[src/rtl/connect4_key_cursor_if.sv]
// Keyboard-side bus of the Connect-4 drop cursor: raw frame clock and keycode in,
// cursor position and drop request handshake out.
interface connect4_key_cursor_if;
  logic       frame_clk;
  logic [7:0] keycode;
  logic       drop_ack;
  logic [2:0] cursor_col;
  logic [9:0] cursor_x;
  logic       drop_req;
  logic [2:0] drop_col;

  modport master (
    output frame_clk,
    output keycode,
    output drop_ack,
    input  cursor_col,
    input  cursor_x,
    input  drop_req,
    input  drop_col
  );

  modport slave (
    input  frame_clk,
    input  keycode,
    input  drop_ack,
    output cursor_col,
    output cursor_x,
    output drop_req,
    output drop_col
  );
endinterface

[src/rtl/connect4_key_cursor.sv]
// HID keycode to drop-column cursor: press-edge stepping with frame-tick auto-repeat,
// plus a req/ack drop handshake that freezes the cursor while a drop is pending.
module connect4_key_cursor #(
  parameter int         NUM_COLS     = 7,
  parameter int         START_COL    = 3,
  parameter int         COL_X0       = 128,
  parameter int         COL_PITCH    = 64,
  parameter int         REPEAT_DELAY = 20,
  parameter int         REPEAT_RATE  = 6,
  parameter logic [7:0] KEY_LEFT     = 8'h04,
  parameter logic [7:0] KEY_RIGHT    = 8'h07,
  parameter logic [7:0] KEY_DROP     = 8'h2C
) (
  input  logic                  Clk,
  input  logic                  Reset,
  connect4_key_cursor_if.slave  bus
);

  localparam int CNT_MAX = (REPEAT_DELAY > REPEAT_RATE) ? REPEAT_DELAY : REPEAT_RATE;
  localparam int CNT_W   = $clog2(CNT_MAX + 1);

  localparam logic [2:0]       COL_MAX    = 3'(NUM_COLS - 1);
  localparam logic [2:0]       COL_START  = 3'(START_COL);
  localparam logic [CNT_W-1:0] CNT_ZERO   = {CNT_W{1'b0}};
  localparam logic [CNT_W-1:0] CNT_ONE    = CNT_W'(1);
  localparam logic [CNT_W-1:0] CNT_DELAY  = CNT_W'(REPEAT_DELAY);
  localparam logic [CNT_W-1:0] CNT_RATE   = CNT_W'(REPEAT_RATE);

  typedef enum logic [1:0] {
    CLS_NONE  = 2'd0,
    CLS_LEFT  = 2'd1,
    CLS_RIGHT = 2'd2,
    CLS_DROP  = 2'd3
  } key_cls_t;

  typedef enum logic {
    ST_IDLE = 1'b0,
    ST_REQ  = 1'b1
  } drop_st_t;

  function automatic key_cls_t classify(input logic [7:0] code);
    key_cls_t cls;
    case (code)
      KEY_LEFT:  cls = CLS_LEFT;
      KEY_RIGHT: cls = CLS_RIGHT;
      KEY_DROP:  cls = CLS_DROP;
      default:   cls = CLS_NONE;
    endcase
    return cls;
  endfunction

  // Registered state
  logic             fs1_q, fs2_q, fs3_q;
  key_cls_t         prev_cls_q;
  logic [CNT_W-1:0] cnt_q, cnt_d;
  logic [2:0]       cursor_col_q, cursor_col_d;
  drop_st_t         state_q, state_d;
  logic             drop_req_q, drop_req_d;
  logic [2:0]       drop_col_q, drop_col_d;

  // Combinational decode
  key_cls_t key_cls_s;
  logic     frame_tick_s;
  logic     press_s;
  logic     lr_s;
  logic     step_s;

  assign key_cls_s    = classify(bus.keycode);
  assign frame_tick_s = fs2_q & ~fs3_q;
  assign press_s      = (key_cls_s != CLS_NONE) && (key_cls_s != prev_cls_q);
  assign lr_s         = (key_cls_s == CLS_LEFT) || (key_cls_s == CLS_RIGHT);

  // Repeat counter runs regardless of the drop FSM; only the cursor step is gated by it.
  always_comb begin
    cnt_d  = cnt_q;
    step_s = 1'b0;
    if (!lr_s) begin
      cnt_d = CNT_ZERO;
    end else if (press_s) begin
      cnt_d  = CNT_DELAY;
      step_s = 1'b1;
    end else if (frame_tick_s) begin
      if (cnt_q == CNT_ONE) begin
        cnt_d  = CNT_RATE;
        step_s = 1'b1;
      end else if (cnt_q != CNT_ZERO) begin
        cnt_d = cnt_q - CNT_ONE;
      end else begin
        cnt_d = cnt_q;
      end
    end else begin
      cnt_d = cnt_q;
    end
  end

  // Saturating cursor step, frozen while a drop is pending
  always_comb begin
    cursor_col_d = cursor_col_q;
    if (step_s && (state_q == ST_IDLE)) begin
      if (key_cls_s == CLS_LEFT) begin
        if (cursor_col_q == 3'd0) begin
          cursor_col_d = 3'd0;
        end else begin
          cursor_col_d = cursor_col_q - 3'd1;
        end
      end else begin
        if (cursor_col_q >= COL_MAX) begin
          cursor_col_d = COL_MAX;
        end else begin
          cursor_col_d = cursor_col_q + 3'd1;
        end
      end
    end else begin
      cursor_col_d = cursor_col_q;
    end
  end

  // Drop request FSM next state
  always_comb begin
    state_d    = state_q;
    drop_req_d = drop_req_q;
    drop_col_d = drop_col_q;
    case (state_q)
      ST_IDLE: begin
        if (press_s && (key_cls_s == CLS_DROP)) begin
          state_d    = ST_REQ;
          drop_req_d = 1'b1;
          drop_col_d = cursor_col_q;
        end else begin
          state_d    = ST_IDLE;
          drop_req_d = 1'b0;
        end
      end
      ST_REQ: begin
        if (bus.drop_ack) begin
          state_d    = ST_IDLE;
          drop_req_d = 1'b0;
        end else begin
          state_d    = ST_REQ;
          drop_req_d = 1'b1;
        end
      end
      default: begin
        state_d    = ST_IDLE;
        drop_req_d = 1'b0;
      end
    endcase
  end

  // All state, including the frame_clk synchroniser and its edge-detect flop
  always_ff @(posedge Clk) begin
    if (Reset) begin
      fs1_q        <= 1'b0;
      fs2_q        <= 1'b0;
      fs3_q        <= 1'b0;
      prev_cls_q   <= CLS_NONE;
      cnt_q        <= CNT_ZERO;
      cursor_col_q <= COL_START;
      state_q      <= ST_IDLE;
      drop_req_q   <= 1'b0;
      drop_col_q   <= COL_START;
    end else begin
      fs1_q        <= bus.frame_clk;
      fs2_q        <= fs1_q;
      fs3_q        <= fs2_q;
      prev_cls_q   <= key_cls_s;
      cnt_q        <= cnt_d;
      cursor_col_q <= cursor_col_d;
      state_q      <= state_d;
      drop_req_q   <= drop_req_d;
      drop_col_q   <= drop_col_d;
    end
  end

  assign bus.cursor_col = cursor_col_q;
  assign bus.cursor_x   = 10'(COL_X0) + (10'(cursor_col_q) * 10'(COL_PITCH));
  assign bus.drop_req   = drop_req_q;
  assign bus.drop_col   = drop_col_q;

endmodule

[src/flat_wrapper.sv]
// flat-port wrapper written by rule: the top's interface ports become plain ports
module connect4_key_cursor_flat 
#(
  parameter int         NUM_COLS     = 7,
  parameter int         START_COL    = 3,
  parameter int         COL_X0       = 128,
  parameter int         COL_PITCH    = 64,
  parameter int         REPEAT_DELAY = 20,
  parameter int         REPEAT_RATE  = 6,
  parameter logic [7:0] KEY_LEFT     = 8'h04,
  parameter logic [7:0] KEY_RIGHT    = 8'h07,
  parameter logic [7:0] KEY_DROP     = 8'h2C
)
  (Clk, Reset, bus_frame_clk, bus_keycode, bus_drop_ack, bus_cursor_col, bus_cursor_x, bus_drop_req, bus_drop_col);
  connect4_key_cursor_if bus_i ();
  input  logic Clk;
  input  logic Reset;
  input wire logic [$bits(bus_i.frame_clk)-1:0] bus_frame_clk;
  input wire logic [$bits(bus_i.keycode)-1:0] bus_keycode;
  input wire logic [$bits(bus_i.drop_ack)-1:0] bus_drop_ack;
  output wire logic [$bits(bus_i.cursor_col)-1:0] bus_cursor_col;
  output wire logic [$bits(bus_i.cursor_x)-1:0] bus_cursor_x;
  output wire logic [$bits(bus_i.drop_req)-1:0] bus_drop_req;
  output wire logic [$bits(bus_i.drop_col)-1:0] bus_drop_col;
  assign bus_i.frame_clk = bus_frame_clk;
  assign bus_i.keycode = bus_keycode;
  assign bus_i.drop_ack = bus_drop_ack;
  assign bus_cursor_col = bus_i.cursor_col;
  assign bus_cursor_x = bus_i.cursor_x;
  assign bus_drop_req = bus_i.drop_req;
  assign bus_drop_col = bus_i.drop_col;
  connect4_key_cursor #(.NUM_COLS(NUM_COLS), .START_COL(START_COL), .COL_X0(COL_X0), .COL_PITCH(COL_PITCH), .REPEAT_DELAY(REPEAT_DELAY), .REPEAT_RATE(REPEAT_RATE), .KEY_LEFT(KEY_LEFT), .KEY_RIGHT(KEY_RIGHT), .KEY_DROP(KEY_DROP)) u_core (.Clk(Clk), .Reset(Reset), .bus(bus_i));
endmodule
[config.mk]
export PLATFORM = sky130hd
export DESIGN_NAME = connect4_key_cursor_flat
export DESIGN_NICKNAME = d
export VERILOG_FILES = /design/src/rtl/connect4_key_cursor_if.sv /design/src/rtl/connect4_key_cursor.sv /design/src/flat_wrapper.sv
export SDC_FILE = /design/constraint.sdc
export NUM_CORES = 1
export LEC_CHECK = 0
export BUFFER_PORTS_ARGS = -buffer_cell sky130_fd_sc_hd__buf_4
export CAP_MARGIN = 20
export CORE_MARGIN = 3
export CORE_UTILIZATION = 50
export DETAILED_ROUTE_END_ITERATION = 6
export HOLD_SLACK_MARGIN = 0.05
export PLACE_DENSITY_LB_ADDON = 0.1
export SLEW_MARGIN = 10
export SYNTH_ARGS = -nofsm -noshare
export SYNTH_HDL_FRONTEND = slang
export SYNTH_SLANG_ARGS = --single-unit
export TNS_END_PERCENT = 5
[constraint.sdc]
create_clock -name Clk -period 2.8 [get_ports Clk]
set_clock_uncertainty 0.1 [all_clocks]
set_input_delay 0.14 -clock Clk [delete_from_list [all_inputs] [get_ports Clk]]
set_output_delay 0.14 -clock Clk [all_outputs]
set_load 0.02 [all_outputs]
==> flow_summary.ini <==
[routing]
postRouteAntennaNets = 0
routed_via_density = 5.63
routed_wl_um = 2330
drc_errors = 0
drtIter0Drc = 23
routedWlPerCell_um = 12.4
drt_first_pass_iters = 4
num_vias = 1058

[flow_run]
drv_cap = 0

[setup_path]
critPathKind = in -> reg
regToRegSetupSlack_ns = 0.78
slowest_stage = or3_1
critPathMaxFanout = 9
arrival_ns = 2.29
max_stage_delay_ns = 0.51
required_ns = 2.92
crit_path_cell_trace = buf_4 > nor4b_2 > o21ai_0 > ha_1 > or3_1 > or2_1 > a311oi_2
end_kind = flip-flop
cp-start-kind = primary input

[cts]
cts.clk_slew.worst_paths_ns = 0.11
htree_levels = 1
cts.sinks = 17
cts-root-buf = clkbuf_4
clk_latency_ns = 0.30
cts_tree = yes
cts.path.max_buffers = 2
cts_made_buffers = 3

[timing]
rsz0062_at_grt = false
period_share_pct = 77.4
drv_slew = 0
fmax_mhz = 462
worst_slew_pin_slew_ns = 0.672
slew_headroom_pct = 55.2
setup_violations = 0
min_period_ns = 2.17
hold_viol = 0
finalSetupTns_ns = 0

[synth]
synthDistinctLibCells = 44
yosys_warnings = 0
synth-seq-cells = 17
synth_area_um2 = 1160
synth_ff_type = dfxtp_1
synth_edf_count = 0
async_flop_share_pct = 0
synthCells = 136
seq_area_frac_synth_pct = 29.4
syn_area_per_cell_um2 = 8.52

[place]
gp_routability_congestion = 0.804
dp_hpwl_um = 1730
io_buffer_count = 22
post-place-cells = 181

[cells_and_area]
antenna-diode-count = 0
drive_gt1_share_pct = 19.9
final_util_pct = 65.6
multi_input_area_um2 = 732
num-fill-cells = 181
regArea_um2 = 340
final_common_cell = buf_4
fin_nets = 185
finalNonFillerCells = 188
mostFrequentLayoutCells = buf_4, dfxtp_1, nor2_1
area_growth_pct = 17.9

[die]
dieArea_um2 = 2930
fp-row-count = 16
die_h_um = 54.1
ios = 29
initial_core_util_pct = 55.6
core_area_um2 = 2080
die_width_um = 54.1

[global_routing]
grt_pass1_wl_um = 3820
first_global_vias = 928
antenna_found_initial = 0
grt_max_degree = 17
grt_remaining_overflow = 0
grtUsageTotal_pct = 17.7

[power]
cellPowerDensity_nw_per_um2 = 386
switchingPower_uw = 168
ir_worst_vdd_v = 0.000263
switching_share_pct = 31.9
internal-power_uw = 359
p_seq_share_pct = 49.5
pwr-share-clk_pct = 26.2
leakage_nw = 0.603
pwr-share-comb_pct = 24.2

[hold_path]
hold_path_class = in -> reg

[outcome]
status = completed
## repair_timing
item	4_1_cts	5_1_grt
hold buffers	3	0
gates resized for setup	0	0
setup buffers	0	0
endpoints found under the hold margin	6	0
## power groups by stage
stage,sequential [mW],combinational (mW),clock [mW]
floorplan,0.269,0.0802,0
detailed placement,0.266,0.124,0
global placement,0.267,0.122,0
finish,0.261,0.128,0.138
CTS,0.261,0.128,0.139
global route,0.263,0.141,0.148
## cell usage after synthesis, types with 4 or more instances
master,number,share of area (%)
mux2i_1,4,3.5
nor3_1,5,2.2
buf_4,7,4.5
ha_1,11,12
o21ai_0,4,1.7
nor2b_1,7,3.8
nor2_1,16,5.2
dfxtp_1,17,29
inv_1,10,3.2
a21oi_1,8,3.5
## flip-flops by register name, summed over array words and instances (netlist names)
| signal | flops |
|---|---|
| u_core.bus.drop_col | 3 |
| u_core.fs2_q | 1 |
| u_core.bus.cursor_col | 3 |
| u_core.prev_cls_q | 2 |
| u_core.fs3_q | 1 |
| u_core.state_q | 1 |
| u_core.fs1_q | 1 |
| u_core.cnt_q | 5 |
## worst max-delay path: cells and delay by family
| family | cells | cell delay (ns) |
|---|---|---|
| AOI/OAI and AO/OA | 2 | 0.53 |
| adders and majority gates | 1 | 0.25 |
| buffers and inverters | 1 | 0.11 |
| and+or+nand+nor | 3 | 1.25 |
## layer usage
layer  vias to the layer above  track usage, %  routed length (µm)
met5                         -               0                   0
met2                        29            31.1                1090
met1                       503            21.6                1080
li1                        523               -                   -
met4                         0            3.73                  17
met3                         3            4.16                 137
## path summary, 6_finish.rpt
check,start,to,cells after the start
setup / recovery,bus_keycode[4],u_core.bus.cursor_col[1]$_SDFFE_PP1P_,7
hold reg to reg,u_core.fs1_q$_SDFF_PP0_,u_core.fs2_q$_SDFF_PP0_,1
setup reg to reg,u_core.bus.cursor_col[1]$_SDFFE_PP1P_,u_core.bus.cursor_col[1]$_SDFFE_PP1P_,7
hold / removal,bus_drop_ack,u_core.state_q$_SDFF_PP0_,3
## kinds of logic after synthesis
group | share of synthesized area (%)
multiplexers | 3.46
XOR/XNOR | 0.756
AND/OR/NAND/NOR | 22.9
adder cells (fa/ha/maj) | 11.9
other | 0.324
flip-flops | 29.4
buffers and inverters | 9.07
AO/OA/AOI/OAI | 22.2
## through the flow
| step | total power [mW] | hold WS (ns) | instance area [µm²] | worst slack (ns) |
|---|---|---|---|---|
| floorplan | 0.349 | 0.112 | 1180 | 0.653 |
| global placement | 0.389 | 0.258 | 1310 | 0.421 |
| detailed placement | 0.390 | 0.259 | 1310 | 0.312 |
| CTS | 0.528 | 0.0637 | 1370 | 0.645 |
| global route | 0.552 | 0.0724 | 1370 | 0.454 |
| finish | 0.527 | 0.0659 | 1370 | 0.633 |
## cell type report
cell class	count	area share, %
Inverter	10	2.75
Timing Repair Buffer	25	14.3
Sequential cell	17	24.9
Multi-Input combinational cell	105	53.6
Clock buffer	3	1.65
Clock inverter	1	0.366
Tap cell	27	2.47
Power figures use the tool's default switching activity.
